File: src/rtl/accum4_stream.sv
// accum4_stream: frames LEN unsigned 4-bit samples through the 4-bit
// ripple-carry adder (carry4bitrip). It presents the frame total and an
// overflow flag on a valid/ready output port.
// Optional feature macro: ACCUM4_SAT_EN. When it is defined, the accumulator
// saturates at 15 instead of wrapping modulo 16.

// carry4bitrip: 4-bit ripple-carry adder without a carry-out, so the result is
// the sum modulo 16.
module carry4bitrip (
    input  logic [3:0] n1,
    input  logic [3:0] n2,
    output logic [3:0] outy
);
    // c[i] is the carry into bit i. The carry out of bit 3 is not needed.
    logic [3:0] c;

    assign c[0] = 1'b0;

    generate
        for (genvar gi = 0; gi < 4; gi++) begin : g_bit
            assign outy[gi] = n1[gi] ^ n2[gi] ^ c[gi];
            if (gi < 3) begin : g_carry
                assign c[gi+1] = (n1[gi] & n2[gi]) | (c[gi] & (n1[gi] ^ n2[gi]));
            end
        end
    endgenerate
endmodule

module accum4_stream #(
    parameter int LEN = 4
) (
    input  logic       clk,
    input  logic       rst_n,
    input  logic       in_valid,
    output logic       in_ready,
    input  logic [3:0] in_data,
    output logic       out_valid,
    input  logic       out_ready,
    output logic [3:0] out_sum,
    output logic       out_ovf
);
    // Sample index that closes the frame.
    localparam logic [3:0] LAST = 4'(LEN - 1);

    typedef enum logic {
        ACC  = 1'b0,
        HOLD = 1'b1
    } state_t;

    state_t     state_q, state_d;
    logic [3:0] acc_q, acc_d;
    logic [3:0] cnt_q, cnt_d;
    logic       ovf_q, ovf_d;

    logic [3:0] add_sum;
    logic       wrap;
    logic       accept;

    // The adder feeds back from the accumulator register.
    carry4bitrip u_adder (
        .n1   (acc_q),
        .n2   (in_data),
        .outy (add_sum)
    );

    // The adder has no carry-out, so overflow shows up as the sum dropping
    // below the old accumulator value.
    assign wrap   = (add_sum < acc_q);
    assign accept = in_valid && (state_q == ACC);

    // The handshake flags come straight from the state register, and the
    // result comes straight from the accumulator and overflow registers.
    assign in_ready  = (state_q == ACC);
    assign out_valid = (state_q == HOLD);
    assign out_sum   = acc_q;
    assign out_ovf   = ovf_q;

    // Next-state logic: accumulate in ACC, then hold the result until it is taken.
    always_comb begin
        state_d = state_q;
        acc_d   = acc_q;
        cnt_d   = cnt_q;
        ovf_d   = ovf_q;
        case (state_q)
            ACC: begin
                if (accept) begin
`ifdef ACCUM4_SAT_EN
                    // Once acc reaches 15, any non-zero sample wraps again,
                    // so acc stays pinned at 15 for the rest of the frame.
                    acc_d = wrap ? 4'hF : add_sum;
`else
                    acc_d = add_sum;
`endif
                    ovf_d = ovf_q | wrap;
                    cnt_d = cnt_q + 4'd1;
                    if (cnt_q == LAST) begin
                        state_d = HOLD;
                    end
                end
            end
            HOLD: begin
                if (out_ready) begin
                    acc_d   = 4'd0;
                    cnt_d   = 4'd0;
                    ovf_d   = 1'b0;
                    state_d = ACC;
                end
            end
            default: begin
                state_d = ACC;
            end
        endcase
    end

    // State registers. Reset clears everything at once and drops any partial frame.
    always_ff @(posedge clk or negedge rst_n) begin
        if (!rst_n) begin
            state_q <= ACC;
            acc_q   <= 4'd0;
            cnt_q   <= 4'd0;
            ovf_q   <= 1'b0;
        end else begin
            state_q <= state_d;
            acc_q   <= acc_d;
            cnt_q   <= cnt_d;
            ovf_q   <= ovf_d;
        end
    end
endmodule

File: config.mk
export PLATFORM = sky130hd
export DESIGN_NAME = accum4_stream
export DESIGN_NICKNAME = d
export VERILOG_FILES = /design/src/rtl/accum4_stream.sv
export SDC_FILE = /design/constraint.sdc
export NUM_CORES = 1
export LEC_CHECK = 0
export ABC_AREA = 1
export ABC_CLOCK_PERIOD_IN_PS = 4700
export CORE_UTILIZATION = 30
export CTS_CLUSTER_SIZE = 14
export DETAILED_ROUTE_END_ITERATION = 12
export RECOVER_POWER = 100
export SLEW_MARGIN = 20
export SYNTH_ARGS = -nofsm -noshare
export SYNTH_HDL_FRONTEND = slang
export SYNTH_SLANG_ARGS = --single-unit
File: constraint.sdc
create_clock -name clk -period 4.7 [get_ports clk]
set_input_delay 1.41 -clock clk [delete_from_list [all_inputs] [get_ports clk]]
set_output_delay 1.41 -clock clk [all_outputs]
set_load 0.03 [all_outputs]
==> results_dict.tcl <==
set metrics [dict create \
    cts_setup_buffers 0 \
    clkTransAtPathRegs_ns 0.07 \
    clock-sinks 10 \
    fp.dieW_um 45.6 \
    crit_path_end_kind "flip-flop" \
    ctsResizeCount 0 \
    static-leakage-power_nw 0.394 \
    wl_mm 1.04 \
    worst_pin_slew_ns 0.485 \
    power_mw 0.502 \
    ioPinCount 15 \
    num_antenna_cells 0 \
    period_minus_slack_ns 3.49 \
    worstHoldEndpoint "out_sum[0]" \
    post_drt_via_cell_ratio 4.41 \
    postSynthAreaPerCell_um2 8.39 \
    worstPathArrival_ns 3.68 \
    antenna_left 0 \
    tns_ns 0 \
    core_um2 1750 \
    grt_antenna_before_repair 0 \
    r2r_start "out_sum[0]" \
    whs_ns 0.499 \
    rsz0062_at_grt "false" \
    fin_area_um2 778 \
    min_period_over_period_pct 74.3 \
    clock_path_buffers 2 \
    cp-start-kind "input pin" \
    cts.htree.levels 1 \
    slew-limit-headroom_pct 67.6 \
    synth_cells 68 \
    setup_viol 0 \
    track_usage_pct 12.1 \
    drv_cap 0 \
    die_area_um2 2080 \
    outcome "finished clean" \
    min-delay-path-class "reg -> reg" \
    placement.io_buffers 14 \
    hold_viol_final 0 \
    hold_buffers 0 \
    area_growth_pct 36.4 \
    rows 15 \
    hpwl_um 841 \
    p_per_area_nw_per_um2 645 \
    gp_congestion 0.637 \
    synth_nets 82 \
    ff2ff_setup_slack_ns 2.51 \
    fin_skew_ns 0.000971 \
    drt_iter0_markers 3 \
    grt_pass1_vias 432 \
    fillers 180 \
    drtPass1Iterations 4 \
    initial_core_util_pct 32.7 \
    crit_type "in -> reg" \
    cts_buffers 3 \
    drive_gt1_share_pct 8.14 \
    layout.nets 101 \
    root_buffer "clkbuf_4" \
    clock.fmax_mhz 286 \
    synth_top_area_share_pct 43.9 \
    ys_ff_latch 10 \
    synth_cell_types 17 \
    hold_path_startpoint "out_sum[0]" \
    routed-via-count 489 \
    grt_remaining_overflow 0 \
    worstPathRequired_ns 4.89 \
    yosys-top-cells-area "dfrtp_1 (44%), nand2_1 (14%), ha_1 (8.8%)" \
    clk-insertion-delay-late_ns 0.26 \
    hold_depth 2 \
    routedWlPerCell_um 9.33 \
    drc_errors 0 \
    synth_area_um2 571 \
    critPathMaxFanout 2 \
    ys_warn_count 0 \
    synth_top_area_cell "dfrtp_1" \
    seq_area_frac_synth_pct 43.9 \
    grt_first_pass_wirelength_mm 1.79 \
    final_max_slew_viol_count 0 \
    worstReg2RegEnd "out_ovf" \
    die_h_um 45.6 \
    vdd_drop_max_uv 283 \
    grt_max_degree 11 \
    postPlaceCellArea_um2 742 \
    cts_tree "built" \
    rr_worst_depth 9 \
    utilization_pct 44.6 \
]
-- worst max path at each step --
| stage | start | end | cells after the start |
|---|---|---|---|
| 6_report | in_data[0] | out_ovf | 10 |
| 5_1_grt | in_data[0] | out_ovf | 10 |
| 4_1_cts | in_data[0] | out_ovf | 10 |
| 3_5_place_dp | in_data[0] | out_ovf | 10 |
| 3_3_place_gp | in_data[0] | out_ovf | 10 |
| 2_1_floorplan | in_data[0] | out_ovf | 9 |
-- cell usage in the layout, fill, tap and decap left out, drive strengths merged --
cell,synthesis,layout
nand4,2,2
clkinvlp,0,1
nor2,2,2
nand2,23,23
o22ai,2,2
clkdlybuf4s50,0,4
dfrtp,10,10
or2,1,1
dlygate4sd3,0,10
o21ai,2,2
inv,11,11
clkbuf,0,4
a21oi,2,2
ha,4,4
nand3,5,5
fa,2,2
and2,1,1
-- cell type report --
class                      instances  area [um2]  area share (%)
tap                               25        31.3            4.02
multi-input combinational         46         274            35.2
inverter                          12        46.3            5.95
sequential                        10         250            32.2
timing repair buffer              14         140            18.0
clock buffer                       4        36.3            4.66
-- stage by stage --
| stage | cells | setup WS [ns] |
|---|---|---|
| floorplan | 68 | 1.64 |
| global placement | 107 | 1.13 |
| detailed placement | 107 | 1.12 |
| CTS | 111 | 1.37 |
| global route | 111 | 1.09 |
| finish | 111 | 1.21 |
-- critical path, stage by stage --
cell and delay (ns):
dlygate4sd3_1 0.54, ha_1 0.21, fa_1 0.37, inv_1 0.10, fa_1 0.44, inv_1 0.07, ha_1 0.21, a21oi_1 0.14
nor2_1 0.05, o21ai_0 0.14
-- sequential cells by signal, indices dropped and copies added (netlist names) --
signal / flops
out_ovf: 1
cnt_q: 4
out_sum: 4
out_valid: 1
-- per-layer routing --
metal	vias to the layer above	part of all wire (%)	global-route usage (%)
li1	252	-	-
met2	14	45	18.6
met5	-	0	0
met4	0	0	3.64
met3	0	5.5	4.76
met1	223	49	15.8
-- logic make-up (layout without fill, tap and decap cells) --
logic type | after synthesis | count (layout) | synth area share, %
and+or+nand+nor | 34 | 34 | 26.5
buffers and inverters | 12 | 30 | 8.11
DFF | 10 | 10 | 43.9
adders and majority gates | 6 | 6 | 15.8
AOI/OAI and AO/OA | 6 | 6 | 5.70
-- Yosys cell counts --
cell type and number:
clkinv_2 1, nand2_1 22, inv_2 1, nand2_4 1, or2_1 1, o21ai_0 1
inv_1 10, nand3_1 5, nor2_1 2, ha_1 4, a21oi_1 2, nand4_1 2
fa_1 2, and2_1 1, dfrtp_1 10, o21ai_1 1, o22ai_1 2
-- report_power, final --
| group | internal (mW) | switching (mW) | leakage (nW) | total [mW] |
|---|---|---|---|---|
| Clock | 0.0471 | 0.0304 | 0.0210 | 0.0775 |
| Sequential | 0.125 | 0.0320 | 0.122 | 0.157 |
| Combinational | 0.109 | 0.159 | 0.251 | 0.268 |
| Total | 0.281 | 0.221 | 0.394 | 0.502 |
Note: power is estimated with default switching activity, not from simulation.
